--- config.mk ---
export PLATFORM = sky130hd
export DESIGN_NAME = fp_div_iter_flat
export DESIGN_NICKNAME = d
export VERILOG_FILES = /design/src/rtl/fp_div_pkg.sv /design/src/rtl/fp_div_iter_if.sv /design/src/rtl/fp_div_round.sv /design/src/rtl/fp_div_iter.sv /design/src/flat_wrapper.sv
export SDC_FILE = /design/constraint.sdc
export NUM_CORES = 1
export LEC_CHECK = 0
export CAP_MARGIN = 10
export CORE_MARGIN = 2
export CORE_UTILIZATION = 40
export DETAILED_ROUTE_END_ITERATION = 8
export PLACE_DENSITY_LB_ADDON = 0.2
export SLEW_MARGIN = 0
export SYNTH_ARGS = -nofsm -noshare
export SYNTH_HDL_FRONTEND = slang
export SYNTH_HIERARCHICAL = 1
export SYNTH_SLANG_ARGS = --single-unit
--- constraint.sdc ---
create_clock -name clk -period 4 [get_ports clk]
set_input_delay 0.8 -clock clk [delete_from_list [all_inputs] [get_ports clk]]
set_output_delay 0.8 -clock clk [all_outputs]
set_load 0.03 [all_outputs]
--- src/rtl/fp_div_pkg.sv ---
// Shared encodings for the iterative floating-point divider: FSM state codes and
// bit positions inside the exception flag vector.
package fp_div_pkg;

  typedef logic [2:0] state_t;

  localparam state_t ST_IDLE   = 3'd0;
  localparam state_t ST_UNPACK = 3'd1;
  localparam state_t ST_DIV    = 3'd2;
  localparam state_t ST_NORM   = 3'd3;
  localparam state_t ST_ROUND  = 3'd4;
  localparam state_t ST_DONE   = 3'd5;

  localparam int unsigned NUM_FLAGS      = 5;
  localparam int unsigned FLAG_INVALID   = 4;
  localparam int unsigned FLAG_DIV_ZERO  = 3;
  localparam int unsigned FLAG_OVERFLOW  = 2;
  localparam int unsigned FLAG_UNDERFLOW = 1;
  localparam int unsigned FLAG_INEXACT   = 0;

endpackage

--- src/rtl/fp_div_iter_if.sv ---
// Operand/result handshake bundle for fp_div_iter; master is the requester side.
interface fp_div_iter_if
  import fp_div_pkg::*;
#(
  parameter int unsigned EXP_W = 8,
  parameter int unsigned MAN_W = 23
);
  localparam int unsigned W = 1 + EXP_W + MAN_W;

  logic                 in_valid;
  logic                 in_ready;
  logic [W-1:0]         num1;
  logic [W-1:0]         num2;
  logic                 out_valid;
  logic                 out_ready;
  logic [W-1:0]         result;
  logic [MAN_W+1:0]     remainder;
  logic [NUM_FLAGS-1:0] flags;

  modport master (
    output in_valid, num1, num2, out_ready,
    input  in_ready, out_valid, result, remainder, flags
  );

  modport slave (
    input  in_valid, num1, num2, out_ready,
    output in_ready, out_valid, result, remainder, flags
  );

endinterface

--- src/rtl/fp_div_round.sv ---
// Round-to-nearest-even of a normalised quotient, with overflow to infinity and
// flush-to-zero on underflow.
module fp_div_round
  import fp_div_pkg::*;
#(
  parameter int unsigned EXP_W = 8,
  parameter int unsigned MAN_W = 23
) (
  input  logic                       sign,
  input  logic signed [EXP_W+1:0]    exp_in,
  input  logic [MAN_W:0]             mant,
  input  logic                       guard,
  input  logic                       sticky,
  output logic [EXP_W+MAN_W:0]       result,
  output logic [NUM_FLAGS-1:0]       flags
);

  localparam logic signed [EXP_W+1:0] EXP_MAX = $signed({2'b00, {EXP_W{1'b1}}});

  logic                    round_up;
  logic [MAN_W+1:0]        sum;
  logic [MAN_W-1:0]        frac_r;
  logic signed [EXP_W+1:0] exp_r;

  always_comb begin
    round_up = guard & (sticky | mant[0]);
    sum      = {1'b0, mant} + {{(MAN_W+1){1'b0}}, round_up};
    // A carry out of the mantissa means 10.00..0: renormalise by one place.
    frac_r   = sum[MAN_W+1] ? sum[MAN_W:1] : sum[MAN_W-1:0];
    exp_r    = exp_in + $signed({{(EXP_W+1){1'b0}}, sum[MAN_W+1]});

    result = '0;
    flags  = '0;
    if (exp_r >= EXP_MAX) begin
      result                 = {sign, {EXP_W{1'b1}}, {MAN_W{1'b0}}};
      flags[FLAG_OVERFLOW]   = 1'b1;
      flags[FLAG_INEXACT]    = 1'b1;
    end else if (exp_r[EXP_W+1] || exp_r == '0) begin
      result                 = {sign, {(EXP_W+MAN_W){1'b0}}};
      flags[FLAG_UNDERFLOW]  = 1'b1;
      flags[FLAG_INEXACT]    = 1'b1;
    end else begin
      result                 = {sign, exp_r[EXP_W-1:0], frac_r};
      flags[FLAG_INEXACT]    = guard | sticky;
    end
  end

endmodule

--- src/rtl/fp_div_iter.sv ---
// Iterative IEEE-754 divider: restoring mantissa division one quotient bit per cycle,
// subnormals flushed to zero, round-to-nearest-even.
module fp_div_iter
  import fp_div_pkg::*;
#(
  parameter int unsigned EXP_W = 8,
  parameter int unsigned MAN_W = 23
) (
  input  logic          clk,
  input  logic          rstn,
  fp_div_iter_if.slave  bus
);

  localparam int unsigned W     = 1 + EXP_W + MAN_W;
  localparam int unsigned CNT_W = $clog2(MAN_W + 3);
  localparam logic signed [EXP_W+1:0] BIAS    = $signed({3'b000, {(EXP_W-1){1'b1}}});
  localparam logic signed [EXP_W+1:0] EXP_ONE = $signed({{(EXP_W+1){1'b0}}, 1'b1});
  localparam logic [CNT_W-1:0]        CNT_TOP = CNT_W'(MAN_W + 2);

  state_t                  state_q, state_d;
  logic [W-1:0]            a_q, a_d, b_q, b_d;
  logic                    sign_q, sign_d;
  logic signed [EXP_W+1:0] exp_q, exp_d;
  logic [MAN_W:0]          mb_q, mb_d;
  logic [MAN_W+1:0]        rem_q, rem_d;
  logic [MAN_W+2:0]        quo_q, quo_d;
  logic [CNT_W-1:0]        cnt_q, cnt_d;
  logic                    sticky_q, sticky_d;
  logic                    spec_q, spec_d;
  logic [W-1:0]            res_q, res_d;
  logic [NUM_FLAGS-1:0]    flags_q, flags_d;

  logic [EXP_W-1:0] ea, eb;
  logic [MAN_W-1:0] fa, fb;
  logic             a_zero, b_zero, a_inf, b_inf, a_nan, b_nan, sgn;
  logic [MAN_W+1:0] trial;
  logic             ge;
  logic [W-1:0]     rnd_result;
  logic [NUM_FLAGS-1:0] rnd_flags;

  always_comb begin
    ea     = a_q[W-2:MAN_W];
    eb     = b_q[W-2:MAN_W];
    fa     = a_q[MAN_W-1:0];
    fb     = b_q[MAN_W-1:0];
    sgn    = a_q[W-1] ^ b_q[W-1];
    // Zero exponent covers both true zeros and flushed subnormals.
    a_zero = (ea == '0);
    b_zero = (eb == '0);
    a_inf  = (&ea) && (fa == '0);
    b_inf  = (&eb) && (fb == '0);
    a_nan  = (&ea) && (fa != '0);
    b_nan  = (&eb) && (fb != '0);
  end

  // One restoring step; the first step compares the unshifted dividend.
  always_comb begin
    trial = (cnt_q == CNT_TOP) ? rem_q : {rem_q[MAN_W:0], 1'b0};
    ge    = (trial >= {1'b0, mb_q});
  end

  always_comb begin
    state_d  = state_q;
    a_d      = a_q;
    b_d      = b_q;
    sign_d   = sign_q;
    exp_d    = exp_q;
    mb_d     = mb_q;
    rem_d    = rem_q;
    quo_d    = quo_q;
    cnt_d    = cnt_q;
    sticky_d = sticky_q;
    spec_d   = spec_q;
    res_d    = res_q;
    flags_d  = flags_q;

    unique case (state_q)
      ST_IDLE: begin
        if (bus.in_valid) begin
          a_d     = bus.num1;
          b_d     = bus.num2;
          state_d = ST_UNPACK;
        end
      end
      ST_UNPACK: begin
        sign_d  = sgn;
        exp_d   = $signed({2'b00, ea}) - $signed({2'b00, eb}) + BIAS;
        mb_d    = {1'b1, fb};
        rem_d   = {2'b01, fa};
        quo_d   = '0;
        cnt_d   = CNT_TOP;
        spec_d  = 1'b1;
        flags_d = '0;
        state_d = ST_ROUND;
        if (a_nan || b_nan || (a_zero && b_zero) || (a_inf && b_inf)) begin
          res_d                 = {1'b0, {EXP_W{1'b1}}, 1'b1, {(MAN_W-1){1'b0}}};
          flags_d[FLAG_INVALID] = 1'b1;
        end else if (a_inf) begin
          res_d = {sgn, {EXP_W{1'b1}}, {MAN_W{1'b0}}};
        end else if (b_zero) begin
          res_d                  = {sgn, {EXP_W{1'b1}}, {MAN_W{1'b0}}};
          flags_d[FLAG_DIV_ZERO] = 1'b1;
        end else if (b_inf || a_zero) begin
          res_d = {sgn, {(W-1){1'b0}}};
        end else begin
          spec_d  = 1'b0;
          state_d = ST_DIV;
        end
        // Specials skip DIV/NORM; ROUND then acts only as the output register stage.
        if (spec_d) rem_d = '0;
      end
      ST_DIV: begin
        rem_d = ge ? (trial - {1'b0, mb_q}) : trial;
        quo_d = {quo_q[MAN_W+1:0], ge};
        cnt_d = cnt_q - CNT_W'(1);
        if (cnt_q == '0) state_d = ST_NORM;
      end
      ST_NORM: begin
        sticky_d = (|rem_q) | (quo_q[MAN_W+2] & quo_q[0]);
        if (!quo_q[MAN_W+2]) begin
          quo_d = {quo_q[MAN_W+1:0], 1'b0};
          exp_d = exp_q - EXP_ONE;
        end
        state_d = ST_ROUND;
      end
      ST_ROUND: begin
        if (!spec_q) begin
          res_d   = rnd_result;
          flags_d = rnd_flags;
        end
        state_d = ST_DONE;
      end
      ST_DONE: begin
        if (bus.out_ready) state_d = ST_IDLE;
      end
      default: state_d = ST_IDLE;
    endcase
  end

  always_ff @(posedge clk or negedge rstn) begin
    if (!rstn) begin
      state_q  <= ST_IDLE;
      a_q      <= '0;
      b_q      <= '0;
      sign_q   <= 1'b0;
      exp_q    <= '0;
      mb_q     <= '0;
      rem_q    <= '0;
      quo_q    <= '0;
      cnt_q    <= '0;
      sticky_q <= 1'b0;
      spec_q   <= 1'b0;
      res_q    <= '0;
      flags_q  <= '0;
    end else begin
      state_q  <= state_d;
      a_q      <= a_d;
      b_q      <= b_d;
      sign_q   <= sign_d;
      exp_q    <= exp_d;
      mb_q     <= mb_d;
      rem_q    <= rem_d;
      quo_q    <= quo_d;
      cnt_q    <= cnt_d;
      sticky_q <= sticky_d;
      spec_q   <= spec_d;
      res_q    <= res_d;
      flags_q  <= flags_d;
    end
  end

  fp_div_round #(
    .EXP_W (EXP_W),
    .MAN_W (MAN_W)
  ) u_round (
    .sign   (sign_q),
    .exp_in (exp_q),
    .mant   (quo_q[MAN_W+2:2]),
    .guard  (quo_q[1]),
    .sticky (sticky_q),
    .result (rnd_result),
    .flags  (rnd_flags)
  );

  assign bus.in_ready  = (state_q == ST_IDLE);
  assign bus.out_valid = (state_q == ST_DONE);
  assign bus.result    = res_q;
  assign bus.remainder = rem_q;
  assign bus.flags     = flags_q;

endmodule

--- src/flat_wrapper.sv ---
// flat-port wrapper written by rule: the top's interface ports become plain ports
module fp_div_iter_flat import fp_div_pkg::*;
#(
  parameter int unsigned EXP_W = 8,
  parameter int unsigned MAN_W = 23
)
  (clk, rstn, bus_in_valid, bus_num1, bus_num2, bus_out_ready, bus_in_ready, bus_out_valid, bus_result, bus_remainder, bus_flags);
  fp_div_iter_if #(.EXP_W(EXP_W), .MAN_W(MAN_W)) bus_i ();
  input  logic clk;
  input  logic rstn;
  input wire logic [$bits(bus_i.in_valid)-1:0] bus_in_valid;
  input wire logic [$bits(bus_i.num1)-1:0] bus_num1;
  input wire logic [$bits(bus_i.num2)-1:0] bus_num2;
  input wire logic [$bits(bus_i.out_ready)-1:0] bus_out_ready;
  output wire logic [$bits(bus_i.in_ready)-1:0] bus_in_ready;
  output wire logic [$bits(bus_i.out_valid)-1:0] bus_out_valid;
  output wire logic [$bits(bus_i.result)-1:0] bus_result;
  output wire logic [$bits(bus_i.remainder)-1:0] bus_remainder;
  output wire logic [$bits(bus_i.flags)-1:0] bus_flags;
  assign bus_i.in_valid = bus_in_valid;
  assign bus_i.num1 = bus_num1;
  assign bus_i.num2 = bus_num2;
  assign bus_i.out_ready = bus_out_ready;
  assign bus_in_ready = bus_i.in_ready;
  assign bus_out_valid = bus_i.out_valid;
  assign bus_result = bus_i.result;
  assign bus_remainder = bus_i.remainder;
  assign bus_flags = bus_i.flags;
  fp_div_iter #(.EXP_W(EXP_W), .MAN_W(MAN_W)) u_core (.clk(clk), .rstn(rstn), .bus(bus_i));
endmodule
==> results by group, run 1 <==
Floorplan
  – Core area: 28800 µm²
  – Die Y: 175 µm
  – FP Rows: 62
  – Initial Util: 40.7%
  – Die width: 175 µm
  – DIE AREA: 30700 µm²
  – IO Pins: 132

Place
  – GPL Wtd Cong: 0.903
  – DP Worst Slack: 137 ps
  – IO Port Bufs: 131
  – DP HPWL: 23.7 mm
  – Placed Cells incl. Taps: 1805

Setup path
  – Capturing element type of the critical path: register
  – Slowest cell on the critical path: dfrtp_1
  – WP buf/inv: 2
  – WP data required: 4320 ps
  – Crit path depth: 15
  – CP arrival: 4110 ps
  – Setup Crit Path Kind: register to register
  – Worst-path maximum fanout: 8
  – Worst reg2reg path depth: 15
  – Max incr delay on CP: 420 ps
  – Delay-heaviest family, CP: compound AO/OA/AOI/OAI gates
  – Crit start category: register
  – Cell Chain, Critical Path: ha_2, nand4b_4, inv_4, nand2_1, ha_1, inv_1, fa_1, a21o_1, a221o_1, a211o_2, a2111oi_4, nor4_1, nor3_1, xor2_1, a311o_1

Routing
  – Total number of vias: 10200
  – DRC: 0
  – Final wirelength: 32.1 mm
  – DR pass1 iterations: 5
  – Final ANT Viol Nets: 0
  – Via-to-Cell Ratio: 5.53
  – DRT iter0 DRCs: 711
  – Routed len/inst: 17.5 µm

Synth
  – EDFF count, synth: 0
  – Register area share after synthesis: 42.0%
  – Post-synthesis cell type count: 79
  – Cells after Synth: 1337
  – Mean Syn Cell Area: 8.77 µm²
  – Area contributors post-synth: dfrtp_1 42%, nand2_1 8.4%, mux2_2 5.5%
  – Share of the synthesized area in the top cell type: 42.0%
  – Top-count cell post-synth: nand2_1
  – Post-Syn Area: 11700 µm²
  – FFs w/ async S/R, synth: 100%
  – Most frequent cells after synthesis: 263 x nand2_1, 197 x dfrtp_1, 101 x o21ai_0, 71 x a21oi_1, 71 x nand3_1
  – Largest area contributor in the netlist: dfrtp_1
  – Synth Register Bits: 197
  – Ys flop type: dfrtp_1
  – YS warnings: 6

Power
  – Static Leak: 6.06 nW
  – Pwr/cell area: 1010 nW/µm²
  – Peak VDD IR: 0.000782 V

Final layout
  – # diodes: 0
  – Finished Layout Cells: 1837
  – Final Util: 48.9%
  – Final nets: 1551
  – Area growth syn-to-layout: 20.1%
  – Share of layout cells above drive strength 1: 11.0%

STA
  – Final setup TNS: 0 ps
  – Max-slew violation count: 0
  – Slew margin rel.: 24.1%
  – Worst-margin pin slew: 1140 ps
  – Min setup slack post-route: 209 ps
  – Min Tclk post-route: 3790 ps
  – Tcrit/Tclk final: 94.8%
  – Finish-stage setup viols: 0
  – RSZ-0062 raised after global routing: false
  – Clk_skew: 16.5 ps
  – Final Hold Fails: 0
  – FMAX: 264 MHz

CTS
  – Post-CTS resize count: 0
  – Num CTS Buffers: 17
  – CTS tree: yes
  – Hold_buf cts: 0
  – Clk sinks: 197
  – Post-CTS Setup Inserts: 0
  – Worst skew pair latency: 440 ps
  – Clk pin slew, worst setup/hold paths: 80 ps
  – Clk buf depth: 2
  – CTS Root Cell: clkbuf_16
  – H-Tree Depth: 4

Global routing
  – Vias in the first global route: 9882
  – Gr usage total: 21.6%
  – Remaining Overflow, GRT: 0
  – Largest net degree at the start of global routing: 89
  – First-pass GRT wire length: 53.2 mm
  – Antenna violations before repair: 0

Hold path
  – Min-delay worst type: primary input to asynchronous set/reset pin

Job
  – Max_cap viols: 0

Run status
  – Outcome: completed
power breakdown:
part           internal [mW]  leakage [nW]  total (mW)  switching [mW]
combinational           3.60          3.30        8.89            5.29
sequential              2.74          2.48        3.57           0.833
clock                  0.871         0.281        1.70           0.830
kinds of logic (layout without fill, tap and decap cells):
| group | after synthesis | count (layout) | synth area share [%] |
|---|---|---|---|
| buffers and inverters | 126 | 241 | 4.40 |
| muxes | 62 | 62 | 5.90 |
| other | 1 | 2 | 0.0320 |
| adders and majority gates | 43 | 43 | 4.72 |
| AOI/OAI and AO/OA | 291 | 291 | 15.8 |
| DFF | 197 | 197 | 42.0 |
| and+or+nand+nor | 560 | 560 | 22.9 |
| xor gates and xnor gates | 57 | 57 | 4.26 |
layout by cell type (no fill, tap or decap), drive strengths merged, types with 11 or more instances in the layout:
cell type / netlist / layout
clkdlybuf4s50: 0 / 130
nand4: 21 / 21
nand2b: 11 / 11
and3: 18 / 18
nor2: 69 / 69
a21oi: 72 / 72
a22oi: 14 / 14
mux2: 57 / 57
xor2: 31 / 31
nand3: 72 / 72
nor4: 33 / 33
o21ai: 102 / 102
buf: 21 / 25
ha: 41 / 41
xnor2: 26 / 26
inv: 53 / 60
clkbuf: 52 / 21
a211oi: 16 / 16
nand2: 263 / 263
dfrtp: 197 / 197
and2: 11 / 11
nor3: 25 / 25
metrics by stage:
stage / hold WS [ps] / cell area, µm² / total power [mW]
after floorplan: 418 / 11700 / 9.74
after global placement: 440 / 13500 / 12.2
after detailed placement: 452 / 13500 / 12.3
after CTS: 434 / 14000 / 14.1
after global routing: 464 / 14100 / 15.4
final: 415 / 14100 / 14.2
area by class of cell:
class / count / area (µm²)
fillers: 2755 / 14700
flip-flops and latches: 197 / 4930
well taps: 384 / 480
clock inverters: 12 / 109
multi-input cells: 1015 / 6340
repair buffers: 156 / 1560
clock buffers: 20 / 467
inverters: 53 / 201
flip-flops by register name (all words and copies together), names as in the netlist:
register and count:
u_core/state_q 3, u_core/sign_q 1, u_core/a_q 32, u_core/bus.flags 5, u_core/b_q 32, u_core/bus.remainder 25
u_core/spec_q 1, u_core/bus.result 32, u_core/sticky_q 1, u_core/cnt_q 5, u_core/quo_q 26, u_core/mb_q 24
u_core/exp_q 10
per-layer routing:
| metal | track usage, % | wire [µm] | vias up |
|---|---|---|---|
| met5 | 0 | 0 | - |
| met1 | 29.6 | 14600 | 4888 |
| met3 | 3.52 | 1630 | 33 |
| met2 | 35.6 | 15300 | 285 |
| met4 | 5.63 | 571 | 0 |
| li1 | - | - | 4949 |
path summary, 6_finish.rpt:
| path | start | endpoint | slack [ps] |
|---|---|---|---|
| worst max-delay path | u_core/cnt_q[0] | u_core/bus.remainder[24] | 210 |
| worst min-delay path | rstn | u_core/a_q[31] | 420 |
| worst max register to register | u_core/cnt_q[0] | u_core/bus.remainder[24] | 210 |
| worst min register to register | u_core/mb_q[23] | u_core/mb_q[23] | 460 |
| max in group asynchronous | rstn | u_core/b_q[8] | 2690 |
| min in group clk | u_core/mb_q[23] | u_core/mb_q[23] | 460 |
Power figures use the tool's default switching activity.
==> inputs of run 2 (changes only) <==
- HOLD_SLACK_MARGIN: not set -> 0.06
==> results of run 2 <==
No change in the layout: final DEF, timing and power equal those of run 1.
